## src/rtl/clk_rate_meter.sv

```systemverilog
// clk_rate_meter
//   Counts rising edges on NCH asynchronous inputs over a fixed gate window of
//   GATE clk125 cycles. At the end of every window the counts are latched into
//   rate together with saturation (rate_ovf) and dead-input (rate_zero) flags,
//   and rate_valid pulses for one cycle. Windows run back to back.
//
// Ports
//   clk125      reference clock (only clock)
//   reset_in_n  asynchronous active-low reset
//   enable      run enable; low freezes gate and edge counters, outputs hold
//   clear       restart the current window (gate and edge counters to zero)
//   sig_in      NCH asynchronous measured inputs
//   rate        latched counts, channel k at [k*CW +: CW]; all ones after reset
//   rate_valid  one-cycle pulse when rate/rate_ovf/rate_zero update
//   rate_ovf    channel count reached 2^CW-1 in the latched window
//   rate_zero   channel latched count is zero
//   minmax_clr  (CLK_RATE_METER_MINMAX_EN) reset the min/max trackers
//   rate_min    (CLK_RATE_METER_MINMAX_EN) per-channel minimum latched rate
//   rate_max    (CLK_RATE_METER_MINMAX_EN) per-channel maximum latched rate
//
// Build option: define CLK_RATE_METER_MINMAX_EN to add min/max tracking.

module clk_rate_meter #(
  parameter int NCH  = 4,
  parameter int CW   = 24,
  parameter int GATE = 1250000
) (
  input  logic              clk125,
  input  logic              reset_in_n,
  input  logic              enable,
  input  logic              clear,
  input  logic [NCH-1:0]    sig_in,
`ifdef CLK_RATE_METER_MINMAX_EN
  input  logic              minmax_clr,
  output logic [NCH*CW-1:0] rate_min,
  output logic [NCH*CW-1:0] rate_max,
`endif
  output logic [NCH*CW-1:0] rate,
  output logic              rate_valid,
  output logic [NCH-1:0]    rate_ovf,
  output logic [NCH-1:0]    rate_zero
);

  // Gate counter is sized from GATE alone so small result widths still work
  // with long windows.
  localparam int GW = $clog2(GATE);
  localparam logic [GW-1:0] GATE_LAST = GW'(GATE - 1);
  localparam logic [CW-1:0] CMAX = '1;

  logic [NCH-1:0] s1, s2, s3;
  logic [NCH-1:0] edge_hit;
  logic           armed;
  logic [GW-1:0]  gate_cnt;
  logic [CW-1:0]  cnt     [NCH];
  logic [CW-1:0]  cnt_inc [NCH];
  logic           run;
  logic           latch;

  assign edge_hit = s2 & ~s3;

  // armed holds off counting for the first cycle after reset release so the
  // window starts on a settled, fully clocked state.
  assign run   = armed & enable;
  assign latch = run & ~clear & (gate_cnt == GATE_LAST);

  always_comb begin
    for (int k = 0; k < NCH; k++) begin
      cnt_inc[k] = cnt[k];
      if (cnt[k] != CMAX)
        cnt_inc[k] = cnt[k] + {{(CW-1){1'b0}}, edge_hit[k]};
    end
  end

  always_ff @(posedge clk125 or negedge reset_in_n) begin
    if (!reset_in_n) begin
      s1 <= '0;
      s2 <= '0;
      s3 <= '0;
    end else begin
      s1 <= sig_in;
      s2 <= s1;
      s3 <= s2;
    end
  end

  always_ff @(posedge clk125 or negedge reset_in_n) begin
    if (!reset_in_n) begin
      armed      <= 1'b0;
      gate_cnt   <= '0;
      rate       <= '1;
      rate_valid <= 1'b0;
      rate_ovf   <= '0;
      rate_zero  <= '0;
      for (int k = 0; k < NCH; k++) cnt[k] <= '0;
    end else begin
      armed      <= 1'b1;
      rate_valid <= 1'b0;
      if (clear) begin
        // An edge coincident with clear is dropped along with the window.
        gate_cnt <= '0;
        for (int k = 0; k < NCH; k++) cnt[k] <= '0;
      end else if (run) begin
        if (latch) begin
          gate_cnt   <= '0;
          rate_valid <= 1'b1;
          for (int k = 0; k < NCH; k++) begin
            cnt[k]            <= '0;
            rate[k*CW +: CW]  <= cnt_inc[k];
            // Counts never wrap, so reaching full scale at any point in the
            // window shows up as a full-scale latched value.
            rate_ovf[k]       <= (cnt_inc[k] == CMAX);
            rate_zero[k]      <= (cnt_inc[k] == '0);
          end
        end else begin
          gate_cnt <= gate_cnt + GW'(1);
          for (int k = 0; k < NCH; k++) cnt[k] <= cnt_inc[k];
        end
      end
    end
  end

`ifdef CLK_RATE_METER_MINMAX_EN
  always_ff @(posedge clk125 or negedge reset_in_n) begin
    if (!reset_in_n) begin
      rate_min <= '1;
      rate_max <= '0;
    end else if (minmax_clr) begin
      rate_min <= '1;
      rate_max <= '0;
    end else if (latch) begin
      for (int k = 0; k < NCH; k++) begin
        if (cnt_inc[k] < rate_min[k*CW +: CW]) rate_min[k*CW +: CW] <= cnt_inc[k];
        if (cnt_inc[k] > rate_max[k*CW +: CW]) rate_max[k*CW +: CW] <= cnt_inc[k];
      end
    end
  end
`endif

endmodule

```

## config.mk

```make
export PLATFORM = sky130hd
export DESIGN_NAME = clk_rate_meter
export DESIGN_NICKNAME = d
export VERILOG_FILES = /design/src/rtl/clk_rate_meter.sv
export SDC_FILE = /design/constraint.sdc
export NUM_CORES = 1
export LEC_CHECK = 0
export CORE_ASPECT_RATIO = 0.75
export CORE_UTILIZATION = 62
export CTS_CLUSTER_SIZE = 40
export DETAILED_ROUTE_END_ITERATION = 16
export HOLD_SLACK_MARGIN = 0.02
export PLACE_DENSITY = 0.85
export SLEW_MARGIN = 10
export SYNTH_ARGS = -nofsm -noshare
export SYNTH_HDL_FRONTEND = slang
export SYNTH_SLANG_ARGS = --single-unit
export TNS_END_PERCENT = 10
```

## constraint.sdc

```tcl
create_clock -name clk125 -period 7.9 [get_ports clk125]
set_clock_uncertainty 0.1 [all_clocks]
set_input_delay 1.58 -clock clk125 [delete_from_list [all_inputs] [get_ports clk125]]
set_output_delay 1.58 -clock clk125 [all_outputs]
set_load 0.02 [all_outputs]
```

### After elaboration in Yosys (flattened, before gate mapping)

Index checks and enable logic that the tools add are counted.

| word-level totals | value |
|---|---|
| register bits after elaboration | 235 |
| input bits | 8 |
| word-level logic and storage cells | 52 |

| cells by class | value |
|---|---|
| eq/ne operators | 9 |
| muxes and demuxes | 13 |
| bitwise operators | 6 |
| reduce and logical (&&, ||, !) cells | 6 |
| $add $sub $neg | 5 |

Operator list:

| kind | number |
|---|---|
| $mux W96 | 3 |
| $add A24 B1 Y24 | 4 |
| $eq A24 B24 Y1 const B | 4 |
| $logic_not A24 Y1 | 4 |
| $mux W24 | 4 |
| $ne A24 B24 Y1 const B | 4 |
| $mux W21 | 3 |
| $add A21 B1 Y21 const B | 1 |
| $eq A21 B21 Y1 const B | 1 |
| $and A4 B4 Y4 | 1 |
| $not A4 Y4 | 1 |
| $and A1 B1 Y1 | 3 |
| $mux W1 | 3 |
| $reduce_and A3 Y1 | 1 |
| $reduce_bool A2 Y1 | 1 |
| $not A1 Y1 | 1 |

### Logic depth before layout (Yosys ltp)

| logic depth | value |
|---|---|
| word-level depth | 7 |
| mapped depth | 12 |
| depth with buffers taken out | 10 |

### Worst setup path before layout

Ideal clock, no wire load.

| timing path | value |
|---|---|
| path type | input port to flip-flop |
| start | in enable |
| end | reg rate_ovf[3] |
| path slack | 4162 ps |
| data arrival time | 3542 ps |
| setup time | 95 ps |
| stages | 9 |
| required time | 7705 ps |
| path through | nand2_1 or2_1 or4_1 clkbuf_1 clkbuf_1 or3_1 nor3_2 nand4_1 o31ai_1 |

| on the way | value |
|---|---|
| longest elaborated chain between the ends | 4 |

RTL lines:

| what | line | RTL |
|---|---|---|
| start: declaration | 30 | `input logic enable,` |
| $and A1 B1 Y1 (*) | 63 | `assign run = armed & enable;` |
| $and A1 B1 Y1 (2 in a row) | 64 | `assign latch = run & ~clear & (gate_cnt == GATE_LAST);` |
| $reduce_and A3 Y1 (no line) (*) | -- |  |
| end signal: indexed assignment | 111 | `rate_ovf[k] <= (cnt_inc[k] == CMAX);` |
| end: declaration | 40 | `output logic [NCH-1:0] rate_ovf,` |

Every way passes the cells marked *; elsewhere a longest branch is shown, timed or not.
A chain may end at the register's enable or synchronous reset.

### Final worst setup path

| timing path | value |
|---|---|
| start | in enable |
| end | reg gate_cnt[9] |

| on the way | value |
|---|---|
| longest elaborated chain between the ends | 6 |
| elaborated cells on any way between the ends | 7 |
| classes of those cells | mux (3); bitwise (3); reduce/logical (1) |

RTL lines:

| what | line | RTL |
|---|---|---|
| $and A1 B1 Y1 (*) | 63 |  |
| $and A1 B1 Y1 (2 in a row) | 64 |  |
| $mux W21 | 103 | `if (latch) begin` |
| $mux W21 | 102 | `end else if (run) begin` |
| $mux W21 | 98 | `if (clear) begin` |
| end signal: assignment | 115 | `gate_cnt <= gate_cnt + GW'(1);` |
| end: declaration | 53 | `logic [GW-1:0] gate_cnt;` |

Every way passes the cells marked *; elsewhere a longest branch is shown, timed or not. The select of a mux whose other input is x is not followed.

==> reports/summary.md <==
* 0 — Post-CTS Setup Repair Bufs
* 6.22 — Via density
* 5.69 ns — worst endpoint data arrival time
* 136 — pin count of the biggest net entering global routing
* clkdlybuf4s50_1 > nand2_1 > or2_1 > or4_4 > inv_2 > or3_2 > buf_12 > nor2_1 > o21ai_0 > o31ai_1 — critical path, cell by cell
* sky130_fd_sc_hd__dfrtp_1 — most area-hungry cell type in the Yosys netlist
* 1.00 — proportion of register bits with asynchronous set or reset after synthesis
* 0 — DRT antenna net count
* 0.288 — portion of synthesized cell area occupied by the leading cell type
* 30,500 um — total routed wirelength
* 1,345 — synthesized instance count
* sky130_fd_sc_hd__clkbuf_16 — clock root buffer
* 0.000504 W — Switch Pwr
* 0 — cts-stage hold buffer count
* 0 — number of design rule violations left after detail routing
* completed — status
* 20,100 um2 — Die Footprint
* 1 — total number of H-tree levels
* sky130_fd_sc_hd__dfrtp_1 29%, sky130_fd_sc_hd__dfstp_2 21%, sky130_fd_sc_hd__nand2_1 9.6% — top post-synthesis cells by area
* 6 — detailed-router iteration count before antenna repair
* 1,427 — post-layout net count
* 0.214 — switching share of total power
* 0.954 — gpl congestion
* 10,400 — total number of vias
* 0 — maximum capacitance violations
* 163 um — Die X-Extent
* 0.00186 W — Internal Dissipation
* 1,362 — Synthesized Nets
* false — setup repair after global routing missed its margin
* 0.496 — share of synthesized area occupied by flip-flops and latches
* sky130_fd_sc_hd__nand2_1 — most used standard cell by instance count after synthesis
* 185 MHz — highest attainable clock frequency
* 235 — register bit total from synthesis
* 0.51 ns — clk_lat worst skew
* 308 x sky130_fd_sc_hd__nand2_1, 210 x sky130_fd_sc_hd__o21ai_0, 139 x sky130_fd_sc_hd__dfrtp_1, 96 x sky130_fd_sc_hd__dfstp_2, 60 x sky130_fd_sc_hd__nor2_1 — leading cell types by count after synthesis
* 65 — CP Max Fanout
* 0 — endpoints failing hold
* 0.685 — final worst path period share
* done — CTS tree
* 20,300 um — DPL Wire Length
* 22 — number of buffers added by the clock tree synthesis step
* 12,100 um2 — netlist area before placement
* input pin — startpoint type of the worst setup path
* flop — Crit. End Element
* 0.06 ns — clock input transition at the sequential cells of the worst setup and hold paths
* 0 ns — Post-Route Setup TNS
* 5.41 ns — fin crit period
* 0.455 — Clock power frac
* gate_cnt[9] — Reg-to-Reg End
* in -> reg — Setup CP Type
* 3.49 ns — minimum setup slack among reg-to-reg paths
* 0.122 — ratio of cells with drive above 1 in the final layout
* 13,300 um2 — cell area after placement
* 5.33 nW — Static Leak
* 18.2 um — average detailed-routed wire length per instance
* 15.9% — synthesis-to-layout area growth
* 1.01 ns — slew of the pin with the lowest slew margin
* gate_cnt[0] — launch point of the worst reg-to-reg path
* 0.92 ns — Max stage delay on crit path
* 235 — clk sink count
* 3 — worst-case clock buffer depth
* 112 — Port Buffer Count
* 9,585 — via count of the first global-routing pass
* sky130_fd_sc_hd__or3_2 — slowest stage cell, crit path
* 0.308 — overall global routing resource usage
* 0 — GR Overflow Total
* sky130_fd_sc_hd__dfrtp_1 — most used flip-flop cell after synthesis
* 0 — count of instances resized after the clock tree is built
* 113 — num ports
* 0.324 — remaining max-slew budget at the tightest pin
* 49,600 um — first-pass GRT wire length
* 0 — Post-synth EDFFs
* 43 — num rows
* reg -> reg — type of the tightest min-delay check
* 0.154 mV — Worst IR Drop VDD
* 1 — number of antenna violations at the first check in global routing
* 123 um — Die H
* 0 — setup violation total in the final timing report
* 0 — number of warning messages in the yosys log
* 8.18 ns — CP Data Required Time
* 14,000 um2 — Post-Layout Inst Area
* enable — timing startpoint of the critical path
* 8.99 um2 — Synth Area per Inst
* gate_cnt[9] — last element of the critical path
* 10 — Worst Reg-to-Reg Cells
* 168 nW/um2 — PwrDens
* 1,298 — First DRT Iteration DRCs
* 0.030 — Logic pwr share
* 0.644 — Starting Density
* 0.514 — portion of total power attributed to sequential cells
* 70 — count of distinct cell types in the synthesized netlist
* 18,800 um2 — area of the core
* 0 — final slew viol count
==> flip-flops by register name, summed over array words and instances, names as in the netlist <==
name / count
cnt: 96
rate: 96
gate_cnt: 21
rate_ovf: 4
rate_zero: 4
s1: 4
s2: 4
s3: 4
armed: 1
rate_valid: 1
==> power groups by stage <==
| stage | logic (W) | clock network, W | registers [W] |
|---|---|---|---|
| 2_1_floorplan | 0.0000313 | 0 | 0.00123 |
| 3_3_place_gp | 0.0000706 | 0 | 0.00123 |
| 3_5_place_dp | 0.0000717 | 0 | 0.00123 |
| 4_1_cts | 0.0000723 | 0.00109 | 0.00121 |
| 5_1_grt | 0.0000809 | 0.00113 | 0.00121 |
| 6_report | 0.0000716 | 0.00107 | 0.00121 |
==> area by class of cell <==
cell class | count | area [um2]
Antenna cell | 1 | 2.50
Clock buffer | 37 | 658
Clock inverter | 3 | 65.1
Fill cell | 1366 | 4760
Inverter | 8 | 30.0
Multi-Input combinational cell | 1023 | 5750
Sequential cell | 235 | 6000
Tap cell | 247 | 309
Timing Repair Buffer | 120 | 1200
==> worst max-delay path, delay by kind of cell <==
| family | cells | cell delay, ns |
|---|---|---|
| AND/OR/NAND/NOR | 5 | 2.27 |
| AO/OA/AOI/OAI | 2 | 0.30 |
| buffers and inverters | 3 | 1.49 |
==> through the flow <==
stage                     hold WS (ns)  total power (W)  setup WS [ns]  instances  utilization
after floorplan                  0.231          0.00126           4.16       1345            -
after global placement           0.233          0.00130           2.23       1633        0.708
after detailed placement         0.236          0.00131           2.05       1633        0.708
after CTS                        0.250          0.00238           2.56       1673        0.746
after global routing             0.253          0.00243           2.29       1673        0.746
final                            0.247          0.00236           2.49       1674        0.746
==> cells by family after synthesis <==
family                     synth area share
AOI/OAI and AO/OA                     0.149
adders and majority gates           0.00931
xor gates and xnor gates             0.0657
buffers and inverters                0.0298
other                              0.000310
muxes                               0.00176
and+or+nand+nor                       0.248
DFF                                   0.496
==> worst min-delay path by stage <==
stage,to,startpoint,cells after the start,slack (ns)
2_1_floorplan,s2[0],s1[0],0,0.23
5_1_grt,s2[0],s1[0],0,0.25
4_1_cts,s2[0],s1[0],0,0.25
3_5_place_dp,s2[0],s1[0],0,0.24
6_report,s2[0],s1[0],0,0.25
3_3_place_gp,s2[3],s1[3],0,0.23
==> per-layer routing <==
metal | vias up | global-route usage | part of all wire
met5 | - | 0 | 0
met1 | 5014 | 0.468 | 0.46
li1 | 4864 | - | -
met4 | 0 | 0.0584 | 0.016
met2 | 487 | 0.465 | 0.44
met3 | 47 | 0.0554 | 0.081
==> layout by cell type, fill, tap and decap left out, types with 11 or more instances in the layout <==
| cell | n |
|---|---|
| sky130_fd_sc_hd__a22o_1 | 15 |
| sky130_fd_sc_hd__clkbuf_1 | 11 |
| sky130_fd_sc_hd__nand2_1 | 308 |
| sky130_fd_sc_hd__nor4_1 | 17 |
| sky130_fd_sc_hd__xnor2_1 | 54 |
| sky130_fd_sc_hd__and3_1 | 20 |
| sky130_fd_sc_hd__a21oi_1 | 16 |
| sky130_fd_sc_hd__and4_1 | 13 |
| sky130_fd_sc_hd__clkbuf_16 | 23 |
| sky130_fd_sc_hd__nand4_1 | 49 |
| sky130_fd_sc_hd__clkdlybuf4s50_1 | 111 |
| sky130_fd_sc_hd__dfrtp_1 | 139 |
| sky130_fd_sc_hd__nor2_1 | 60 |
| sky130_fd_sc_hd__o31ai_1 | 21 |
| sky130_fd_sc_hd__xor2_1 | 33 |
| sky130_fd_sc_hd__dfstp_2 | 96 |
| sky130_fd_sc_hd__nor3_1 | 22 |
| sky130_fd_sc_hd__nand3_1 | 48 |
| sky130_fd_sc_hd__o21ai_0 | 210 |
(Power assumes the default switching activity.)
